$ cat src/rtl/player_motion_ctrl_if.sv
// Key-in / position-out bus between the PS/2 front end, the motion controller
// and the VGA display stage.
//   ps2_key_data/ps2_key_pressed : received PS/2 byte and its one-cycle strobe
//   player0_x/player0_y          : sprite top-left coordinate (zero-extended)
//   dir/moving/tick              : held direction, key-held flag, tick pulse
// master: drives key bytes, consumes position. slave: the motion controller.
interface player_motion_ctrl_if;
  logic [7:0]  ps2_key_data;
  logic        ps2_key_pressed;
  logic [31:0] player0_x;
  logic [31:0] player0_y;
  logic [1:0]  dir;
  logic        moving;
  logic        tick;

  modport master (
    output ps2_key_data, ps2_key_pressed,
    input  player0_x, player0_y, dir, moving, tick
  );

  modport slave (
    input  ps2_key_data, ps2_key_pressed,
    output player0_x, player0_y, dir, moving, tick
  );
endinterface

$ cat src/rtl/player_motion_ctrl.sv
// Player motion controller: parses PS/2 arrow-key make/break sequences into a
// held direction and steps the sprite position once per movement tick,
// keeping it inside [0,X_MAX] x [0,Y_MAX].
// Ports:
//   clock  : rising-edge system clock
//   reset  : asynchronous active-high reset
//   bus    : player_motion_ctrl_if.slave (key bytes in; position, dir,
//            moving, tick out; all outputs registered)
// Build option: define WRAP_AROUND_EN for tunnel mode (edges wrap instead of
// saturating). Parser and tick timing are the same in both builds.
module player_motion_ctrl #(
  parameter int unsigned TICK_DIV = 2000000,
  parameter int unsigned STEP     = 1,
  parameter int unsigned X_MAX    = 608,
  parameter int unsigned Y_MAX    = 448,
  parameter int unsigned X_INIT   = 0,
  parameter int unsigned Y_INIT   = 0
) (
  input  logic                  clock,
  input  logic                  reset,
  player_motion_ctrl_if.slave   bus
);

  localparam int unsigned XW = 10;
  localparam int unsigned YW = 9;
  localparam int unsigned AW = 11;
  localparam int unsigned OW = 32;
  localparam int unsigned CW = $clog2(TICK_DIV);

  localparam logic signed [AW-1:0] STEP_S = AW'(STEP);
  localparam logic signed [AW-1:0] XMAX_S = AW'(X_MAX);
  localparam logic signed [AW-1:0] YMAX_S = AW'(Y_MAX);

  typedef enum logic [1:0] {IDLE, EXT, EXT_BRK, BRK} pstate_t;

  pstate_t          st_q;
  logic [CW-1:0]    cnt_q;
  logic             tick_q;
  logic [1:0]       dir_q;
  logic             moving_q;
  logic [XW-1:0]    x_q;
  logic [YW-1:0]    y_q;

  logic             is_arrow_c;
  logic [1:0]       arrow_dir_c;
  logic signed [AW-1:0] x_sum_c;
  logic signed [AW-1:0] y_sum_c;
  logic [XW-1:0]    x_nxt_c;
  logic [YW-1:0]    y_nxt_c;

  // Arrow scan code to direction (same codes with or without the E0 prefix)
  always_comb begin
    is_arrow_c  = 1'b1;
    arrow_dir_c = 2'd0;
    case (bus.ps2_key_data)
      8'h75:   arrow_dir_c = 2'd0;
      8'h74:   arrow_dir_c = 2'd1;
      8'h72:   arrow_dir_c = 2'd2;
      8'h6B:   arrow_dir_c = 2'd3;
      default: is_arrow_c  = 1'b0;
    endcase
  end

  // Candidate position one step along dir_q; only the moving axis changes
  always_comb begin
    x_sum_c = $signed({1'b0, x_q});
    y_sum_c = $signed({2'b00, y_q});
    case (dir_q)
      2'd0:    y_sum_c = $signed({2'b00, y_q}) - STEP_S;
      2'd1:    x_sum_c = $signed({1'b0, x_q}) + STEP_S;
      2'd2:    y_sum_c = $signed({2'b00, y_q}) + STEP_S;
      default: x_sum_c = $signed({1'b0, x_q}) - STEP_S;
    endcase
`ifdef WRAP_AROUND_EN
    if (x_sum_c < 0)           x_nxt_c = XW'(X_MAX);
    else if (x_sum_c > XMAX_S) x_nxt_c = '0;
    else                       x_nxt_c = x_sum_c[XW-1:0];
    if (y_sum_c < 0)           y_nxt_c = YW'(Y_MAX);
    else if (y_sum_c > YMAX_S) y_nxt_c = '0;
    else                       y_nxt_c = y_sum_c[YW-1:0];
`else
    if (x_sum_c < 0)           x_nxt_c = '0;
    else if (x_sum_c > XMAX_S) x_nxt_c = XW'(X_MAX);
    else                       x_nxt_c = x_sum_c[XW-1:0];
    if (y_sum_c < 0)           y_nxt_c = '0;
    else if (y_sum_c > YMAX_S) y_nxt_c = YW'(Y_MAX);
    else                       y_nxt_c = y_sum_c[YW-1:0];
`endif
  end

  // Tick divider, key-sequence parser and position register
  always_ff @(posedge clock or posedge reset) begin
    if (reset) begin
      st_q     <= IDLE;
      cnt_q    <= '0;
      tick_q   <= 1'b0;
      dir_q    <= 2'd0;
      moving_q <= 1'b0;
      x_q      <= XW'(X_INIT);
      y_q      <= YW'(Y_INIT);
    end else begin
      if (cnt_q == CW'(TICK_DIV - 1)) begin
        cnt_q  <= '0;
        tick_q <= 1'b1;
      end else begin
        cnt_q  <= cnt_q + CW'(1);
        tick_q <= 1'b0;
      end

      // Uses dir/moving from before this edge; a same-cycle key waits a tick
      if (tick_q && moving_q) begin
        x_q <= x_nxt_c;
        y_q <= y_nxt_c;
      end

      if (bus.ps2_key_pressed) begin
        case (st_q)
          IDLE: begin
            if (bus.ps2_key_data == 8'hE0)      st_q <= EXT;
            else if (bus.ps2_key_data == 8'hF0) st_q <= BRK;
            else if (is_arrow_c) begin
              // Legacy un-prefixed arrow make
              dir_q    <= arrow_dir_c;
              moving_q <= 1'b1;
            end
          end
          EXT: begin
            if (bus.ps2_key_data == 8'hF0) st_q <= EXT_BRK;
            else begin
              st_q <= IDLE;
              if (is_arrow_c) begin
                dir_q    <= arrow_dir_c;
                moving_q <= 1'b1;
              end
            end
          end
          EXT_BRK: begin
            st_q <= IDLE;
            // Releasing a key other than the held one is stale; ignore it
            if (is_arrow_c && (arrow_dir_c == dir_q) && moving_q)
              moving_q <= 1'b0;
          end
          default: st_q <= IDLE;
        endcase
      end
    end
  end

  assign bus.player0_x = OW'(x_q);
  assign bus.player0_y = OW'(y_q);
  assign bus.dir       = dir_q;
  assign bus.moving    = moving_q;
  assign bus.tick      = tick_q;

endmodule

$ cat src/flat_wrapper.sv
// flat-port wrapper written by rule: the top's interface ports become plain ports
module player_motion_ctrl_flat 
#(
  parameter int unsigned TICK_DIV = 2000000,
  parameter int unsigned STEP     = 1,
  parameter int unsigned X_MAX    = 608,
  parameter int unsigned Y_MAX    = 448,
  parameter int unsigned X_INIT   = 0,
  parameter int unsigned Y_INIT   = 0
)
  (clock, reset, bus_ps2_key_data, bus_ps2_key_pressed, bus_player0_x, bus_player0_y, bus_dir, bus_moving, bus_tick);
  player_motion_ctrl_if bus_i ();
  input  logic clock;
  input  logic reset;
  input wire logic [$bits(bus_i.ps2_key_data)-1:0] bus_ps2_key_data;
  input wire logic [$bits(bus_i.ps2_key_pressed)-1:0] bus_ps2_key_pressed;
  output wire logic [$bits(bus_i.player0_x)-1:0] bus_player0_x;
  output wire logic [$bits(bus_i.player0_y)-1:0] bus_player0_y;
  output wire logic [$bits(bus_i.dir)-1:0] bus_dir;
  output wire logic [$bits(bus_i.moving)-1:0] bus_moving;
  output wire logic [$bits(bus_i.tick)-1:0] bus_tick;
  assign bus_i.ps2_key_data = bus_ps2_key_data;
  assign bus_i.ps2_key_pressed = bus_ps2_key_pressed;
  assign bus_player0_x = bus_i.player0_x;
  assign bus_player0_y = bus_i.player0_y;
  assign bus_dir = bus_i.dir;
  assign bus_moving = bus_i.moving;
  assign bus_tick = bus_i.tick;
  player_motion_ctrl #(.TICK_DIV(TICK_DIV), .STEP(STEP), .X_MAX(X_MAX), .Y_MAX(Y_MAX), .X_INIT(X_INIT), .Y_INIT(Y_INIT)) u_core (.clock(clock), .reset(reset), .bus(bus_i));
endmodule
$ cat config.mk
export PLATFORM = sky130hd
export DESIGN_NAME = player_motion_ctrl_flat
export DESIGN_NICKNAME = d
export VERILOG_FILES = /design/src/rtl/player_motion_ctrl_if.sv /design/src/rtl/player_motion_ctrl.sv /design/src/flat_wrapper.sv
export SDC_FILE = /design/constraint.sdc
export NUM_CORES = 1
export LEC_CHECK = 0
export ABC_AREA = 1
export CORE_MARGIN = 2
export CORE_UTILIZATION = 48
export CTS_BUF_LIST = sky130_fd_sc_hd__clkbuf_16
export DETAILED_ROUTE_END_ITERATION = 10
export GPL_ROUTABILITY_DRIVEN = 0
export GPL_TIMING_DRIVEN = 0
export PLACE_DENSITY = 0.78
export REMOVE_ABC_BUFFERS = 1
export SLEW_MARGIN = 20
export SYNTH_ARGS = -nofsm -noshare
export SYNTH_HDL_FRONTEND = slang
export SYNTH_SLANG_ARGS = --single-unit
$ cat constraint.sdc
create_clock -name clock -period 2.5 [get_ports clock]
set_input_delay 0.5 -clock clock [delete_from_list [all_inputs] [get_ports clock]]
set_output_delay 0.5 -clock clock [all_outputs]
set_load 0.05 [all_outputs]
==> impl_results.rst <==
.. list-table::
   :header-rows: 1

   * - Metric
     - Value
   * - Result of the run
     - finished clean
   * - Antenna violation net count after detailed routing
     - 0
   * - Post-Route Setup TNS
     - 0 ns
   * - Gate count after technology mapping
     - 580
   * - DIE HEIGHT
     - about 94 µm
   * - R2R Path Start
     - u_core.bus.dir[1]$_DFFE_PP0P_
   * - Cell taking the most area after synthesis
     - sky130_fd_sc_hd__dfrtp_1
   * - Final period demand of the worst path
     - ~2.3 ns
   * - Placeable core area
     - around 7800 µm²
   * - Area added between synthesis and finish
     - 14.1%
   * - Avg Cell Area, Syn
     - just under 7 µm²
   * - Met2 Resource Use GR
     - between 30% and 40%
   * - Pin count of the biggest net entering global routing
     - 32
   * - Routed wire per std cell
     - roughly 12 µm
   * - Synthesis warning total
     - 0
   * - Worst setup path category
     - flip-flop to primary output
   * - Count of buffering cells on the critical path with inverters included
     - 2
   * - Estimated wirelength of the detail-placed design
     - roughly 6600 µm
   * - Register-to-Register Setup Slack
     - around 0.16 ns
   * - Number of global-route vias before repair
     - between 3000 and 4000
   * - Count of routing violations after the opening detailed-route iteration
     - 240
   * - Synthesis-stage register bit count
     - 46
   * - Critical path data arrival time
     - roughly 1.9 ns
   * - Worst-margin pin slew
     - 0.592 ns
   * - Crit start category
     - flip-flop
   * - Fraction of the core area covered by cells at the end of the flow
     - 57.1%
   * - Crit path capture type
     - primary output
   * - Post-synth top flop
     - sky130_fd_sc_hd__dfrtp_1
   * - Site Rows
     - 32
   * - Inserted Clock Buffers
     - 5
   * - Worst-case clock skew
     - slightly below 0.008 ns
   * - Pre-CTS setup slack
     - -0.931 ns
   * - Post-synthesis instance area
     - 3910 µm²
   * - Crit-path cells
     - buf_4 > clkdlybuf4s50_1
   * - Longest Clk Path Bufs
     - 2
   * - Power per standard cell area
     - just over 400 nW/µm²
   * - Maximum clock frequency
     - 426 MHz
   * - Total count of hold-check failures in the final report
     - 0
   * - Number of synthesized flops with an enable pin
     - 0
   * - Sink Count
     - 46
   * - Cells taking the most area after synthesis
     - sky130_fd_sc_hd__dfrtp_1 29%, sky130_fd_sc_hd__nand2_1 16%, sky130_fd_sc_hd__buf_4 8.6%, sky130_fd_sc_hd__inv_1 8.2%, sky130_fd_sc_hd__nand3_1 7.9%
   * - CTS H-tree depth
     - 2
   * - Residual overflow from global routing
     - 0
   * - GRT Total Usage
     - about a fifth
   * - Width of the die
     - roughly 94 µm
   * - Leakage power
     - 2.42 nW
   * - Final setup violation count
     - 0
   * - Final number of max-transition violations
     - 0
   * - Length in cells of the worst reg-to-reg path
     - 14
   * - NumNets Final
     - 644
   * - GRT met3 Usage
     - 3.13%
   * - Met1 track demand over resource in global routing
     - 24.8%
   * - Critical-path cell with the highest stage delay
     - sky130_fd_sc_hd__clkdlybuf4s50_1
   * - Maximum VDD drop
     - roughly 300 µV
   * - Die outline area
     - between 8000 and 9000 µm²
   * - Most instantiated library cell after synthesis
     - sky130_fd_sc_hd__nand2_1
   * - Initial antenna violation count
     - 0
   * - Diodes inserted
     - 0
   * - Share of async-settable or async-resettable flops after synthesis
     - 100%
   * - CTS tree
     - done
   * - Most used routing layer
     - met2
   * - Via density per instance
     - just over 5
   * - Clock tree root buffer cell
     - sky130_fd_sc_hd__clkbuf_16
   * - Length of the first detailed-routing pass in iterations
     - 5
   * - Slew margin rel.
     - approximately three fifths
   * - Worst min-delay path class
     - input pin to asynchronous set/reset pin
   * - Quantity of I/O buffers inserted on ports
     - 33
   * - Ratio of final minimum period to clock period
     - between 90% and 100%
   * - Area share of the leading cell type in the synthesized netlist
     - between 20% and 30%
   * - Number of primary I/O pins
     - 79
   * - Post-synthesis sequential area ratio
     - about 29%
   * - Max cap viols
     - 0
   * - Initial Util
     - 50.1%
   * - Data required time of the worst path
     - around 2.0 ns
   * - WL final
     - slightly below 9000 µm
   * - Ranking of synthesized cells by instance count
     - 167 x sky130_fd_sc_hd__nand2_1, 85 x sky130_fd_sc_hd__inv_1, 62 x sky130_fd_sc_hd__nand3_1
   * - Layout cell share with drive strength beyond 1
     - 9.05%
   * - CP peak stage delay
     - 0.84 ns
   * - Clock-pin slew reported for the worst setup and hold paths after clock tree synthesis
     - around 0.070 ns
   * - Total via count after detailed routing
     - approximately 3700
   * - Kind of cell with the highest combined delay on the critical path
     - buffers and inverters
   * - First-pass GRT wire length
     - 14800 µm
   * - Setup slack of the critical path after layout
     - roughly 0.15 ns
   * - Top fanout value on the critical path
     - 10
   * - Endpoint of the worst register-to-register path
     - u_core.x_q[1]$_DFFE_PP0P_
   * - Clock latency of the later-clocked register in the worst-skew pair
     - ~0.29 ns
   * - Post-synthesis cell type count
     - 41
   * - Count of unresolved DRC violations after routing
     - 0
==> worst register-to-register path, stage by stage (launching register included) <==
cell                      delay (ns)
sky130_fd_sc_hd__dfrtp_2        0.46
sky130_fd_sc_hd__inv_6          0.13
sky130_fd_sc_hd__nand2_8        0.14
sky130_fd_sc_hd__ha_4           0.33
sky130_fd_sc_hd__nand2_1        0.09
sky130_fd_sc_hd__nor2_1         0.20
sky130_fd_sc_hd__nand3_1        0.15
sky130_fd_sc_hd__nand3_1        0.12
sky130_fd_sc_hd__nand2_1        0.05
sky130_fd_sc_hd__nand3_1        0.09
sky130_fd_sc_hd__inv_1          0.05
sky130_fd_sc_hd__nor2_1         0.12
sky130_fd_sc_hd__nand2_2        0.14
sky130_fd_sc_hd__nand2_1        0.09
sky130_fd_sc_hd__o21ai_0        0.08
==> worst max path at each step <==
| stage | start | end | slack [ns] | depth (start not counted) |
|---|---|---|---|---|
| floorplan | u_core.bus.dir[0]$_DFFE_PP0P_ | u_core.x_q[1]$_DFFE_PP0P_ | -0.61 | 13 |
| global route | u_core.bus.dir[1]$_DFFE_PP0P_ | u_core.x_q[1]$_DFFE_PP0P_ | -0.06 | 14 |
| detailed placement | u_core.bus.dir[0]$_DFFE_PP0P_ | u_core.x_q[1]$_DFFE_PP0P_ | -0.93 | 13 |
| CTS | u_core.bus.dir[1]$_DFFE_PP0P_ | u_core.x_q[2]$_DFFE_PP0P_ | 0.05 | 15 |
| global placement | u_core.bus.dir[0]$_DFFE_PP0P_ | u_core.x_q[1]$_DFFE_PP0P_ | -0.92 | 13 |
| finish | u_core.bus.dir[0]$_DFFE_PP0P_ | bus_dir[0] | 0.15 | 2 |
==> metal layers <==
layer / share of wire (%) / routed length [µm]
met5: 0 / 0
met1: 42 / 3720
met3: 4.9 / 435
met2: 51 / 4530
met4: 1.7 / 154
==> cell type report <==
type / count / area [µm²]
well taps: 102 / 128
fillers: 742 / 3350
flip-flops and latches: 46 / 1160
clock buffers: 5 / 125
repair buffers: 38 / 380
multi-input cells: 435 / 2280
clock inverters: 3 / 26.3
inverters: 92 / 358
==> logic make-up (layout without fill, tap and decap cells) <==
group           Yosys count  after routing  synth area share [%]
compound gates           39             39                  5.54
xor+xnor                 16             16                  3.59
fa+ha+maj                15             15                  4.99
buf+inv                 143            138                  18.9
flops                    46             46                  29.4
other cells               1             45                0.0959
simple gates            320            320                  37.5
==> power by group <==
group | total, W | internal, W | leakage, nW | switching, W
Sequential | 0.000786 | 0.000767 | 0.620 | 0.0000188
Combinational | 0.000322 | 0.0000633 | 1.72 | 0.000259
Clock | 0.000694 | 0.000382 | 0.0752 | 0.000312
==> flip-flops by register name, indices dropped and copies added (netlist names) <==
| signal | flops |
|---|---|
| u_core.st_q | 2 |
| u_core.cnt_q | 21 |
| u_core.bus.dir | 2 |
| u_core.x_q | 10 |
| u_core.y_q | 9 |
| u_core.bus.moving | 1 |
| u_core.bus.tick | 1 |
==> stage by stage <==
step | cells | total power, W | cell area (µm²) | hold WS [ns]
floorplan | 573 | 0.00105 | 3690 | 0.463
global placement | 708 | 0.00110 | 4150 | 0.480
detailed placement | 709 | 0.00112 | 4170 | 0.487
CTS | 718 | 0.00181 | 4380 | 0.500
global route | 721 | 0.00187 | 4460 | 0.521
finish | 721 | 0.00180 | 4460 | 0.495
==> cell usage in the layout (no fill, tap or decap), types with 2 or more instances in the layout <==
cell,Yosys,routed
sky130_fd_sc_hd__nand2_1,167,165
sky130_fd_sc_hd__nand2_2,3,4
sky130_fd_sc_hd__conb_1,1,45
sky130_fd_sc_hd__clkdlybuf4s50_1,0,33
sky130_fd_sc_hd__ha_4,0,6
sky130_fd_sc_hd__nand4_1,13,13
sky130_fd_sc_hd__clkbuf_16,0,5
sky130_fd_sc_hd__o21ai_2,2,2
sky130_fd_sc_hd__inv_2,4,5
sky130_fd_sc_hd__nor2_2,4,5
sky130_fd_sc_hd__a21oi_1,16,16
sky130_fd_sc_hd__nand3_2,3,3
sky130_fd_sc_hd__nor3_1,10,10
sky130_fd_sc_hd__buf_4,45,4
sky130_fd_sc_hd__nor2_1,39,38
sky130_fd_sc_hd__xor2_1,15,15
sky130_fd_sc_hd__nor4_1,6,6
sky130_fd_sc_hd__o21ai_0,10,10
sky130_fd_sc_hd__inv_6,1,4
sky130_fd_sc_hd__inv_1,85,84
sky130_fd_sc_hd__dfrtp_1,46,44
sky130_fd_sc_hd__o22ai_1,3,3
sky130_fd_sc_hd__o21ai_1,4,4
sky130_fd_sc_hd__nor3_2,3,3
sky130_fd_sc_hd__or2_2,4,4
sky130_fd_sc_hd__nand3_1,62,62
sky130_fd_sc_hd__ha_1,14,8
==> timing repair <==
item	in CTS	in global routing
setup endpoints to repair	11	9
cloned	0	0
setup buffers	1	3
gates resized for setup	9	7
hold buffers	0	0
(Power assumes the default switching activity.)
